===== src/rtl/nibble_bus_pkg.sv =====
// Shared types and constants for the nibble CPU memory/loader slice.
package nibble_bus_pkg;

  localparam int NIB_W      = 4;
  localparam int BUS_ADDR_W = 12;

  // CPU address-map slots: three instruction-fetch nibbles, then the data nibble
  localparam int FETCH_SLOT_FIRST = 0;
  localparam int FETCH_SLOT_LAST  = 2;
  localparam int DATA_SLOT        = 3;

  typedef enum logic [2:0] {
    HDR_LO,
    HDR_HI,
    DATA_LO,
    DATA_HI,
    CSUM,
    RUN,
    ERROR
  } loader_state_t;

  // Byte count of the image: low header byte plus the low nibble of the high header byte
  function automatic logic [BUS_ADDR_W-1:0] header_len(input logic [7:0] lo_byte,
                                                       input logic [3:0] hi_nib);
    return {hi_nib, lo_byte};
  endfunction

endpackage


===== src/rtl/nibble_ram.sv =====
// Nibble-wide storage: one synchronous write port, one asynchronous read port.
module nibble_ram
  import nibble_bus_pkg::*;
#(
  parameter int DEPTH = 256,
  parameter int AW    = $clog2(DEPTH),
  parameter int DW    = NIB_W
) (
  input  logic          clk,
  input  logic          we,
  input  logic [AW-1:0] waddr,
  input  logic [DW-1:0] wdata,
  input  logic [AW-1:0] raddr,
  output logic [DW-1:0] rdata
);

  logic [DW-1:0] mem [DEPTH];

  // Write lands at the clock edge, so a same-address read sees the old nibble this cycle
  always_ff @(posedge clk) begin
    if (we) mem[waddr] <= wdata;
  end

  assign rdata = mem[raddr];

endmodule


===== src/rtl/nibble_mem_loader.sv =====
// Program/data memory for the nibble CPU with a byte-stream image loader in front.
// The CPU is held in reset until the image has been loaded.
// Build option: define LOADER_CHECKSUM_EN to require a trailing XOR checksum byte;
// a bad checksum parks the loader in ERROR with load_err raised.
module nibble_mem_loader
  import nibble_bus_pkg::*;
#(
  parameter int MEM_NIBBLES = 256,
  parameter int ADDR_W      = BUS_ADDR_W
) (
  input  logic              clk,
  input  logic              rst,
  input  logic              ld_start,
  input  logic              ld_valid,
  input  logic [7:0]        ld_data,
  output logic              ld_ready,
  input  logic [ADDR_W-1:0] bus_addr,
  input  logic              bus_we,
  input  logic [NIB_W-1:0]  bus_wdata,
  output logic [NIB_W-1:0]  bus_rdata,
  output logic              cpu_rst,
  output logic              load_done,
  output logic              load_err
);

  localparam int PTR_W = $clog2(MEM_NIBBLES);

`ifdef LOADER_CHECKSUM_EN
  localparam loader_state_t POST_DATA = CSUM;
`else
  localparam loader_state_t POST_DATA = RUN;
`endif

  loader_state_t         state;
  logic [PTR_W-1:0]      ptr;
  logic [BUS_ADDR_W-1:0] len;
  logic [BUS_ADDR_W-1:0] count;
  logic [NIB_W-1:0]      hi_nib;
  logic                  restart;
  logic                  accept;
  logic [BUS_ADDR_W:0]   count_next;
  logic                  data_last;
  logic [PTR_W-1:0]      bus_idx;
  logic                  unused_bus_hi;
  logic                  wr_en;
  logic [PTR_W-1:0]      wr_addr;
  logic [NIB_W-1:0]      wr_data;
`ifdef LOADER_CHECKSUM_EN
  logic [7:0]            csum;
`endif

  // rst and ld_start both restart the loader and block any byte offered that cycle
  assign restart       = rst | ld_start;
  assign accept        = ld_valid & ld_ready;
  assign count_next    = {1'b0, count} + {{BUS_ADDR_W{1'b0}}, 1'b1};
  assign data_last     = !(count_next < {1'b0, len});
  assign bus_idx       = bus_addr[PTR_W-1:0];
  assign unused_bus_hi = ^bus_addr[ADDR_W-1:PTR_W];

  // The loader can take a byte only in the header, low-data and checksum states
  always_comb begin
    ld_ready = 1'b0;
    if (!restart) begin
      case (state)
        HDR_LO, HDR_HI, DATA_LO: ld_ready = 1'b1;
`ifdef LOADER_CHECKSUM_EN
        CSUM:                    ld_ready = 1'b1;
`endif
        default:                 ld_ready = 1'b0;
      endcase
    end
  end

  // The RAM write port belongs to the loader during load and to the CPU only in RUN
  always_comb begin
    wr_en   = 1'b0;
    wr_addr = ptr;
    wr_data = ld_data[NIB_W-1:0];
    if (!restart) begin
      case (state)
        DATA_LO: wr_en = accept;
        DATA_HI: begin
          wr_en   = 1'b1;
          wr_data = hi_nib;
        end
        RUN: begin
          wr_en   = bus_we;
          wr_addr = bus_idx;
          wr_data = bus_wdata;
        end
        default: wr_en = 1'b0;
      endcase
    end
  end

  // Load sequencer: header, nibble pairs, optional checksum, then release the CPU
  always_ff @(posedge clk) begin
    if (restart) begin
      state     <= HDR_LO;
      cpu_rst   <= 1'b1;
      load_done <= 1'b0;
      ptr       <= '0;
      count     <= '0;
      len       <= '0;
`ifdef LOADER_CHECKSUM_EN
      load_err  <= 1'b0;
      csum      <= '0;
`endif
    end else begin
      case (state)
        HDR_LO: begin
          if (accept) begin
            len   <= header_len(ld_data, len[BUS_ADDR_W-1:8]);
            state <= HDR_HI;
`ifdef LOADER_CHECKSUM_EN
            csum  <= ld_data;
`endif
          end
        end
        HDR_HI: begin
          if (accept) begin
            len <= header_len(len[7:0], ld_data[3:0]);
`ifdef LOADER_CHECKSUM_EN
            csum <= csum ^ ld_data;
`endif
            if (header_len(len[7:0], ld_data[3:0]) == '0) begin
              state <= POST_DATA;
              if (POST_DATA == RUN) begin
                cpu_rst   <= 1'b0;
                load_done <= 1'b1;
              end
            end else begin
              state <= DATA_LO;
            end
          end
        end
        DATA_LO: begin
          if (accept) begin
            hi_nib <= ld_data[7:4];
            ptr    <= ptr + PTR_W'(1);
            state  <= DATA_HI;
`ifdef LOADER_CHECKSUM_EN
            csum   <= csum ^ ld_data;
`endif
          end
        end
        DATA_HI: begin
          ptr   <= ptr + PTR_W'(1);
          count <= count_next[BUS_ADDR_W-1:0];
          if (data_last) begin
            state <= POST_DATA;
            if (POST_DATA == RUN) begin
              cpu_rst   <= 1'b0;
              load_done <= 1'b1;
            end
          end else begin
            state <= DATA_LO;
          end
        end
`ifdef LOADER_CHECKSUM_EN
        CSUM: begin
          if (accept) begin
            if (ld_data == csum) begin
              state     <= RUN;
              cpu_rst   <= 1'b0;
              load_done <= 1'b1;
            end else begin
              state    <= ERROR;
              load_err <= 1'b1;
            end
          end
        end
        ERROR: state <= ERROR;
`endif
        RUN:     state <= RUN;
        default: state <= HDR_LO;
      endcase
    end
  end

`ifndef LOADER_CHECKSUM_EN
  assign load_err = 1'b0;
`endif

  nibble_ram #(
    .DEPTH (MEM_NIBBLES),
    .AW    (PTR_W),
    .DW    (NIB_W)
  ) u_ram (
    .clk   (clk),
    .we    (wr_en),
    .waddr (wr_addr),
    .wdata (wr_data),
    .raddr (bus_idx),
    .rdata (bus_rdata)
  );

endmodule


===== config.mk =====
export PLATFORM = sky130hd
export DESIGN_NAME = nibble_mem_loader
export DESIGN_NICKNAME = d
export VERILOG_FILES = /design/src/rtl/nibble_bus_pkg.sv /design/src/rtl/nibble_ram.sv /design/src/rtl/nibble_mem_loader.sv
export SDC_FILE = /design/constraint.sdc
export NUM_CORES = 1
export LEC_CHECK = 0
export CORE_ASPECT_RATIO = 0.5
export CORE_MARGIN = 2
export CORE_UTILIZATION = 50
export DETAILED_ROUTE_END_ITERATION = 12
export HOLD_SLACK_MARGIN = 0.08
export PLACE_DENSITY = 0.71
export RECOVER_POWER = 50
export SLEW_MARGIN = 25
export SYNTH_ARGS = -nofsm -noshare
export SYNTH_HDL_FRONTEND = slang
export SYNTH_SLANG_ARGS = --single-unit

===== constraint.sdc =====
create_clock -name clk -period 6.15 [get_ports clk]
set_clock_uncertainty 0.15 [all_clocks]
set_input_delay 1.5375 -clock clk [delete_from_list [all_inputs] [get_ports clk]]
set_output_delay 1.5375 -clock clk [all_outputs]
set_load 0.02 [all_outputs]

Yosys cells after proc, flatten, opt, wreduce, memory -nomap -nowiden

Memory sizes are Yosys's and may differ from the RTL's.
Cells that the tools add are included.

Add/sub/neg operators: 2
Multipliers: 0
Divide/modulo/power cells: 0
Magnitude comparators: 1
Equality and inequality tests: 9
Shift-type cells: 0
Mux-type cells: 29
Bitwise logic cells: 5
Reductions and logical operators: 11

Operators with widths:

| operator                | number |
|---|---|
| $mux W8                 | 4 |
| $pmux W12 S2            | 1 |
| $pmux W8 S2             | 1 |
| $mux W3                 | 5 |
| $pmux W3 S5             | 1 |
| $add A12 B1 Y13 const B | 1 |
| $lt A13 B12 Y1          | 1 |
| $logic_not A12 Y1       | 1 |
| $mux W12                | 1 |
| $reduce_and A3 Y1       | 4 |
| $mux W1                 | 11 |
| $ne A2 B2 Y1 const B    | 5 |
| $add A8 B1 Y8 const B   | 1 |
| $pmux W4 S2             | 1 |
| $eq A3 B2 Y1 const B    | 2 |
| $mux W4                 | 1 |
| $pmux W1 S2             | 2 |
| $reduce_and A4 Y1       | 1 |
| $reduce_bool A2 Y1      | 2 |
| $eq A3 B1 Y1 const B    | 1 |
| $eq A3 B3 Y1 const B    | 1 |
| $logic_not A3 Y1        | 1 |
| $not A1 Y1              | 3 |
| $pmux W1 S3             | 1 |
| other kinds (4)         | 4 |

Bits in registers: 41
Bits in latches: 0
Memory bits (writable): 1,024
Bits in read-only memories: 0
Bits of input ports: 29
Output and inout bits: 8
Memories kept: 1

Memories:

| memory    | depth | bits a word | read ports | clocked after Yosys merged registers in | wr ports | line             | RTL |
|---|---|---|---|---|---|---|---|
| u_ram.mem | 256   | 4           | 1          | 0                                       | 1        | nibble_ram.sv:17 | `logic [DW-1:0] mem [DEPTH];` |

Logic depth before layout (Yosys ltp)

Gate-level depths: netlist of the first run.

Depth in word-level cells: 9
Depth in mapped cells: 13
Mapped depth without buffers: 13

Cells and area by module

Synthesis of the first run repeated with hierarchy kept, for this count alone.

Cell total of the unflattened synthesis: 2,342
Area, all modules: 42,978.7 µm²

Modules (own cells, without submodules):

| module            | instances | cells each | area an instance (µm²) | sequential area each (µm²) |
|---|---|---|---|---|
| nibble_ram        | 1         | 2,047      | 40,595.2               | 30,749.5 |
| nibble_mem_loader | 1         | 295        | 2,383.5                | 860.8 |

Worst setup path before layout of the first run

No wires, ideal clock.

Path type: in2reg
From: input ld_start
To: memory u_ram.mem[0][0] (netlist bit) (data pin)
Arrival time: 5.385 ns
Required time: 5.228 ns
Setup slack: -0.157 ns
Stages on the path: 6
Buffers on the path: 2
Cells stage by stage: nor2_1 > and2_1 > clkbuf_1 > clkbuf_1 > a222oi_1 > inv_1

Word-level cells in the longest chain between the ends: 2

Ends and longest elaborated chain:

| what               | line                    | RTL |
|---|---|---|
| start: declaration | nibble_mem_loader.sv:13 | `input logic ld_start,` |
| $or A1 B1 Y1       | nibble_mem_loader.sv:53 | `assign restart = rst \| ld_start;` |
| $mux W4            | nibble_mem_loader.sv:79 | `if (!restart) begin` |
| net u_ram.wdata[0] | nibble_ram.sv:12        | `input logic [DW-1:0] wdata,` |
| end: declaration   | nibble_ram.sv:17        |  |

The timed path passes the listed nets, and every way through them passes these cells.

Worst setup path after layout of the first run

From: input bus_addr[3]
To: output bus_rdata[2]

Word-level cells in the longest chain between the ends: 1

Ends and longest elaborated chain:

| what               | line                    | RTL |
|---|---|---|
| start: declaration | nibble_mem_loader.sv:17 | `input logic [ADDR_W-1:0] bus_addr,` |
| $mem_v2 Z256 W4    | --                      |  |
| end: declaration   | nibble_mem_loader.sv:20 | `output logic [NIB_W-1:0] bus_rdata,` |

Every way passes these cells.

==> results.md, run 1 <==
- The required time at the endpoint of the critical path is 4460 ps.
- The clock tree root buffer cell is sky130_fd_sc_hd__clkbuf_16.
- Across the run, the number of max-cap violations was 2.
- The area used by multi-input combinational logic is ~0.0099 mm².
- At the pin with the least slew margin, the transition time is roughly 1600 ps.
- The number of inserted filler cells in the final layout is about 6000.
- By startpoint and endpoint, the worst setup path is classified as in -> out.
- The dominant cell type by count on the critical path is sky130_fd_sc_hd__buf_4.
- Buffers placed on the I/O ports in this run total 31.
- The library cell occupying the most area in the post-synthesis netlist is sky130_fd_sc_hd__edfxtp_1.
- The number of inserted diodes is 0.
- The flow ran to the end, but the final reports show violations.
- The area taken by flip-flops and latches is 0.0316 mm².
- Of all flip-flops after synthesis, the portion carrying an async set or reset was 0.
- The clock tree from TritonCTS is yes.
- The beginning of the worst register-to-register path is state[1].
- The worst setup path is launched from an input port.
- The portion of total power attributed to the clock network is 0.410.
- The clock sink total is 1065.
- The routed layout has between 20000 and 25000 vias.
- Sorting the synthesized cells by how often they occur yields sky130_fd_sc_hd__edfxtp_1, sky130_fd_sc_hd__nor2_1, sky130_fd_sc_hd__mux4_2.
- The net count reported at finish is ~2400.
- For this block, the initial DRC count from the detailed router was between 2000 and 3000.
- The cell depth of the worst flop-to-flop path is 7.
- The initial antenna violation count is 0.
- The worst reg-to-reg setup slack is approximately 2100 ps.
- The switching share of power is 0.203.
- The first global-routing pass estimated 138000 µm of wire.
- Subtracting the final worst setup slack from the clock period gives 6090 ps.
- The final reports fail on max-capacitance violations, max-slew violations.
- In this run, synthesis produced a sequential element count of between 1000 and 1500.
- The prevailing post-synth register cell is sky130_fd_sc_hd__edfxtp_1.
- The internal portion of the total power is 11.7 mW.
- The top cell type's share of synthesized area is 0.733.
- The tightest min-delay check is of the reg -> reg type.
- The portion of total power attributed to combinational logic is 0.048.
- After detailed routing, the number of remaining DRC violations is 0.
- Clock-pin slew was measured on the worst setup and hold paths at 70 ps.
- The core region is about 0.084 mm².
- Following the worst setup path forward leads to its endpoint at bus_rdata[2].
- The H-tree depth is 3.
- In the finished design, the share of the clock period the worst path needs comes to 0.990.
- The die is between 400 and 500 µm wide.
- The endpoint class of the critical path is a primary output.
- The analysis attributes to net switching a power of 2.97 mW.
- The register area share after synthesis is 0.751.
- Based on the critical path, the design can be clocked at up to 164 MHz.
- The final setup TNS is 0 ps.
- For this run, the detailed router's first-pass iteration total came to 8.
- Across all hold checks on the routed design, the worst slack comes to roughly 300 ps.
- The floorplan step defined a die boundary enclosing ~0.087 mm².
- Setup violations remaining at the end of the flow were counted as 0.
- After detailed routing, the total wire length is 93400 µm.
- The placer congestion estimate is about 0.85.
- In this run, synthesis inferred slightly above 1000 flip-flops with an integrated enable.
- The Yosys step of the flow raised 0 warnings.
- The worst-case headroom to the max-slew limit is -0.0864.
- The hold violation count in the final report was 0.
- The most critical setup path has its startpoint at bus_addr[3].
- The via count of the first global-routing pass was around 22000.
- The share of total power dissipated in sequential elements is 0.542.
- Data arrives at the worst endpoint at 4400 ps.
- The floorplan has 75 rows.
- Counting distinct cell types in the post-synthesis netlist gives 46.
- The largest individual stage delay along the critical path comes from the cell sky130_fd_sc_hd__clkdlybuf4s50_1.
- The number of hold-repair buffers added at the cts stage is 0.
- The synthesized netlist occupies a cell area of 0.0421 mm².
- The post-synthesis cell count is about 2200.
- Sorting the synthesized cells by area gives the leading types as sky130_fd_sc_hd__edfxtp_1, sky130_fd_sc_hd__mux4_2, sky130_fd_sc_hd__nor2_1.
- The fraction of final layout cells sized beyond drive strength 1 is 0.229.
- The most common cell in the synthesized netlist is sky130_fd_sc_hd__edfxtp_1.
- The pin count of the biggest net entering global routing is approximately 260.
- In this run the remaining antenna-violating nets after routing total 0.
- The average detailed-routed wire length per instance is 26.5 µm.
- Setup repair after global routing left no endpoint under its margin.
- On the worst path, the slowest cell contributes a delay of about 560 ps.
- Traced cell by cell, the critical path runs through clkdlybuf4s50_1, buf_4, nor2b_4, buf_12, a22oi_1, a21oi_1, nor4_1, buf_4, o22ai_1, or3_1, dlygate4sd2_1.
- The vertical extent of the die is between 200 and 250 µm.
- VDD sags by at most 218 µV.
- The clock reaches the later pin of the worst-skew pair after about 660 ps.
- The number of placed I/O pins is 37.
- In this run the power density over the cells is about 310 mW/mm².
- The area growth from synthesis to layout is 13.7%.
- The ratio of routed vias to standard cells is slightly above 6.
- In this run the static leakage power is roughly 15 nW.
- The average size of a mapped cell is between 15 and 20 µm².
- The CTS buffer count is just over 90.
- Synthesis produced a netlist with a net count of 2261.
- The number of pins with negative max-slew slack in the final report is around 410.
- The initial standard-cell utilization of the core is 0.503.
- The maximum buffer depth of the clock tree is 3.
- The maximum fanout encountered on the critical timing path is 19.
- Across every metal layer, demand over resource in global routing totals 0.215.
- The half-perimeter wire length after placement is ~57000 µm.
- The end of the worst register-to-register path is u_ram.mem[232][1].
- Summed over all layers, the global routing overflow is 0.
[placed cells by master (no fill, tap or decap), types with 15 or more instances in the layout]
cell type and n:
sky130_fd_sc_hd__dfxtp_1 37, sky130_fd_sc_hd__a21oi_1 75, sky130_fd_sc_hd__mux4_2 256, sky130_fd_sc_hd__clkinv_2 21, sky130_fd_sc_hd__clkbuf_16 95, sky130_fd_sc_hd__bufinv_16 15
sky130_fd_sc_hd__inv_1 16, sky130_fd_sc_hd__mux2i_1 15, sky130_fd_sc_hd__clkdlybuf4s50_1 18, sky130_fd_sc_hd__a22oi_1 120, sky130_fd_sc_hd__nor2_1 294, sky130_fd_sc_hd__buf_4 81
sky130_fd_sc_hd__edfxtp_1 1028, sky130_fd_sc_hd__xor2_1 16, sky130_fd_sc_hd__buf_12 30, sky130_fd_sc_hd__nand2_1 59, sky130_fd_sc_hd__clkbuf_1 21, sky130_fd_sc_hd__o21ai_0 17
[what timing repair did]
action | CTS | global route
buffers inserted | 0 | 0
endpoints found under the setup margin | 4 | 4
gates cloned | 0 | 1
pin swaps | 0 | 3
resized for setup | 8 | 27
endpoints found under the hold margin | 0 | 0
[sequential cells by signal, indices dropped and copies added, names as in the netlist]
name and flops:
u_ram.mem 1024, len 12, count 12, load_done 1
ptr 8, cpu_rst 1, hi_nib 4, state 3
[logic make-up (layout without fill, tap and decap cells)]
kind of cell | after synthesis | after routing | share of synthesized area
AOI/OAI and AO/OA | 246 | 246 | 0.0384
xor gates and xnor gates | 24 | 24 | 0.00499
adders and majority gates | 13 | 13 | 0.00386
buffers and inverters | 160 | 349 | 0.0170
DFF | 1065 | 1065 | 0.751
muxes | 271 | 271 | 0.141
other | 1 | 1 | 0.0000891
and+or+nand+nor | 439 | 439 | 0.0442
[routing by layer]
metal / routed length, µm / GRT usage / vias to the layer above
met5: 0 / 0 / -
met4: 1890 / 0.0507 / 0
met3: 10200 / 0.0665 / 134
met2: 42900 / 0.326 / 1055
met1: 38500 / 0.310 / 11100
li1: - / - / 9220
[final cells by class]
type	instances	share of cell area
Multi-Input combinational cell	994	0.207
Sequential cell	1065	0.660
Clock inverter	57	0.0143
Tap cell	1116	0.0292
Timing Repair Buffer	158	0.0368
Clock buffer	114	0.0507
Inverter	20	0.00188
[power groups by stage]
stage / sequential (mW) / combinational [mW] / clock, mW
after global placement: 8.10 / 0.670 / 0
after CTS: 7.95 / 0.687 / 6.10
after global routing: 7.94 / 0.742 / 6.39
final: 7.95 / 0.698 / 6.02
after floorplan: 8.12 / 0.401 / 0
after detailed placement: 8.10 / 0.685 / 0
[worst min-delay path by stage]
stage,startpoint,to,slack (ps),depth (start not counted)
floorplan,len[10],len[10],310,2
finish,cpu_rst,cpu_rst,300,1
global route,cpu_rst,cpu_rst,330,1
CTS,cpu_rst,cpu_rst,310,1
global placement,cpu_rst,cpu_rst,290,1
detailed placement,cpu_rst,cpu_rst,290,1
[worst max-delay path: cells and delay by family]
family                 cells  cell delay, ps
buffers and inverters      5            1420
AND/OR/NAND/NOR            3             840
AO/OA/AOI/OAI              3             580
[metrics by stage]
stage | util | power, mW | setup WS, ps | std cells | area [µm²]
finish | 0.573 | 14.7 | 61.0 | 3524 | 47900
global route | 0.573 | 15.1 | 8.65 | 3524 | 47900
CTS | 0.571 | 14.7 | 22.4 | 3522 | 47700
detailed placement | 0.533 | 8.79 | -196 | 3351 | 44600
global placement | 0.533 | 8.77 | -160 | 3351 | 44600
floorplan | - | 8.52 | 771 | 2219 | 42100
No activity file was read; power rests on OpenSTA's default activity.
==> inputs of run 2 (changes only) <==
--- a/config.mk
+++ b/config.mk
@@ -7,10 +7,12 @@
 export LEC_CHECK = 0
 export CORE_ASPECT_RATIO = 0.5
 export CORE_MARGIN = 2
-export CORE_UTILIZATION = 50
+export CORE_UTILIZATION = 57
+export CTS_CLUSTER_SIZE = 10
 export DETAILED_ROUTE_END_ITERATION = 12
+export GPL_TIMING_DRIVEN = 0
 export HOLD_SLACK_MARGIN = 0.08
-export PLACE_DENSITY = 0.71
+export PLACE_DENSITY = 0.79
 export RECOVER_POWER = 50
 export SLEW_MARGIN = 25
 export SYNTH_ARGS = -nofsm -noshare
==> run 2 against run 1 <==
- the flow finishes with violations (max-capacitance violations, max-slew violations, negative setup slack)
- worst setup slack got worse by 150 ps
- register-to-register slack worse by 860 ps
- largest power group unchanged
- power up 0.42%
- sequential share of layout area up 0.35 points
- clock power about the same
- critical endpoint is now bus_rdata[3]
- core utilization up 7.9 points
- fmax fell by 2.4%
==> results.md, run 2 (synthesis gave the netlist of run 1 again) <==
- Once detailed placement completed, the half-perimeter wirelength came to about 70000 µm.
- The fraction of final layout cells sized beyond drive strength 1 is 0.231.
- The arrival time at the worst endpoint is approximately 4600 ps.
- Hold repair after CTS inserted 0 buffers.
- The post-synthesis to final-layout area growth is 13.1%.
- No sink is reached through more buffers than the 3 on the longest clock path.
- In this run the horizontal extent of the chip is approximately 390 µm.
- The number of placed I/O pins is 37.
- Leaving out fill and tap cells, the most frequent cell in the layout is sky130_fd_sc_hd__edfxtp_1.
- The routed design has roughly 110000 µm of wire.
- In this run, CTS created clock tree buffers numbering 116.
- The ratio of routed vias to standard cells is 6.97.
- The cell sitting at the root of the clock tree is a sky130_fd_sc_hd__clkbuf_16.
- The endpoint class of the critical path is a primary output.
- The vertical extent of the die is between 150 and 200 µm.
- Setup repair after global routing could not meet its margin everywhere.
- The number of antenna-violating nets in the routed design is 0.
- The minimum clock period is 6240 ps.
- The congestion estimate from routability-driven global placement came to around 0.92.
- The clock latency on the worst-skew pair is about 700 ps.
- The routed via count is 23600.
- The final reports fail on max-capacitance violations, max-slew violations, negative setup slack.
- After layout, the design draws a total of about 15 mW.
- Of the available clock period, the critical path in the final layout requires 1.01.
- The first-pass GRT wire length is approximately 160000 µm.
- The register with the highest flop count is u_ram.mem.
- TritonCTS built the clock tree.
- The run finished, with violations left.
- For this run, the slowest stage of the critical path takes 500 ps.
- The critical path startpoint category is an input port.
- The pre-antenna-repair detailed-routing pass consisted of 9 iterations.
- The critical path goes through clkdlybuf4s50_1, nand2_1, clkbuf_2, a21oi_1, nor4_4, nor2_1, or3_1, dlygate4sd2_1.
- The path type of the worst setup path is in -> out.
- In the layout the commonest cells are sky130_fd_sc_hd__edfxtp_1, sky130_fd_sc_hd__nor2_1, sky130_fd_sc_hd__mux4_2.
- In this run the worst path has a maximum fanout of 10.
- The number of buffers added on ports is 28.
- The hold violation count in the final report came to 0.
- The worst-case headroom to the max-slew limit is -0.448.
- Setup violations remaining at the end of the flow were counted as 4.
- The clock transition at the registers of the reported paths is 60 ps.
- The via count of the first global-routing pass came to roughly 24000.
- The initial antenna violation count is 4.
- The area taken by flip-flops and latches is 0.0316 mm².
- Entering global routing, the biggest net connects 51 pins.
- The register with the most flip-flops in the layout has approximately 1000 of them.
- The layout has about 4500 filler cells.
- In the final layout, the registers with the most flip-flops are u_ram.mem: 1024 flops, count: 12 flops, len: 12 flops.
- After global routing the overflow that remains totals 0.
- The worst-margin pin slew is between 2000 and 2500 ps.
- The area used by multi-input combinational logic is between 0.01 and 0.015 mm².
- In this run the number of H-tree levels came out at 3.
- The floorplan step defined a die boundary enclosing around 0.076 mm².
- In the final routed layout, each cell accounts on average for ~32 µm.
- The utilization after layout is 0.652.
- The initial standard-cell utilization of the core is 0.576.
- The pre-CTS worst setup slack is -1160 ps.
- The required time at the endpoint of the critical path is around 4500 ps.
- The placeable core area is about 0.073 mm².
- Across the run, the number of max-cap violations was 5.
- In this run the static leakage power is ~15 nW.
- For this design, the slowest cell found on the critical path is sky130_fd_sc_hd__clkdlybuf4s50_1.
- Based on the critical path, the design can be clocked at up to approximately 160 MHz.
- In the global route stage, overall resource usage came out at 0.291.
- The row count is 70.
- In this run the power density over the cells is roughly 310 mW/mm².
- The number of pins with negative max-slew slack in the final report was between 150 and 200.
- The type of the most critical hold path is reg -> reg.
- The clock sink total is ~1100.
- The net count of the finished layout is about 2400.
- The iteration-0 DRC count of the detailed router is a little over 4000.
- VDD sags by at most roughly 270 µV.
- The least setup slack across all paths after layout is -89.7 ps.
- After detailed routing, the number of remaining DRC violations is 0.
==> run 2: area by class of cell <==
type | instances | share of cell area
Antenna cell | 1 | 0.0000526
Sequential cell | 1065 | 0.664
Clock inverter | 6 | 0.00137
Tap cell | 972 | 0.0255
Inverter | 20 | 0.00168
Multi-Input combinational cell | 994 | 0.211
Timing Repair Buffer | 52 | 0.0122
Buffer | 137 | 0.0201
Clock buffer | 144 | 0.0641
==> run 2: where the power goes <==
group	switching [mW]	internal [mW]	leakage [nW]	total [mW]
Sequential	0.000985	7.95	9.53	7.95
Combinational	0.460	0.279	3.60	0.739
Clock	2.62	3.41	1.51	6.03
==> run 2: worst paths after layout <==
check | start | endpoint | slack (ps) | depth (start not counted)
min | load_done | load_done | 290 | 2
min reg2reg | load_done | load_done | 290 | 2
max reg2reg | state[2] | u_ram.mem[216][1] | 1280 | 10
max | bus_addr[5] | bus_rdata[3] | -90 | 8
==> run 2: critical path, delay by kind of cell <==
family,cells,cell delay (ps)
compound gates,1,140
buf+inv,3,1340
simple gates,4,1520
==> run 2: metal layers <==
metal | GRT usage | vias to the layer above | share of wire
li1 | - | 9271 | -
met1 | 0.379 | 11900 | 0.35
met2 | 0.448 | 2053 | 0.46
met3 | 0.0975 | 435 | 0.14
met4 | 0.138 | 9 | 0.055
met5 | 0 | - | 0.0015
==> run 2: what timing repair did <==
item | in CTS | in global routing
setup buffers | 0 | 0
pin swaps | 6 | 7
endpoints found under the hold margin | 0 | 0
setup endpoints to repair | 4 | 4
resized for setup | 148 | 73
==> run 2: through the flow <==
stage               std cells  TNS (ps)  instance area, µm²  hold WS [ps]
floorplan                2219         0               42100           313
global placement         3219  -1861260               43600           286
detailed placement       3243     -4430               44100           291
CTS                      3390         0               47600           299
global route             3390     -86.2               47600           311
finish                   3391      -241               47600           294
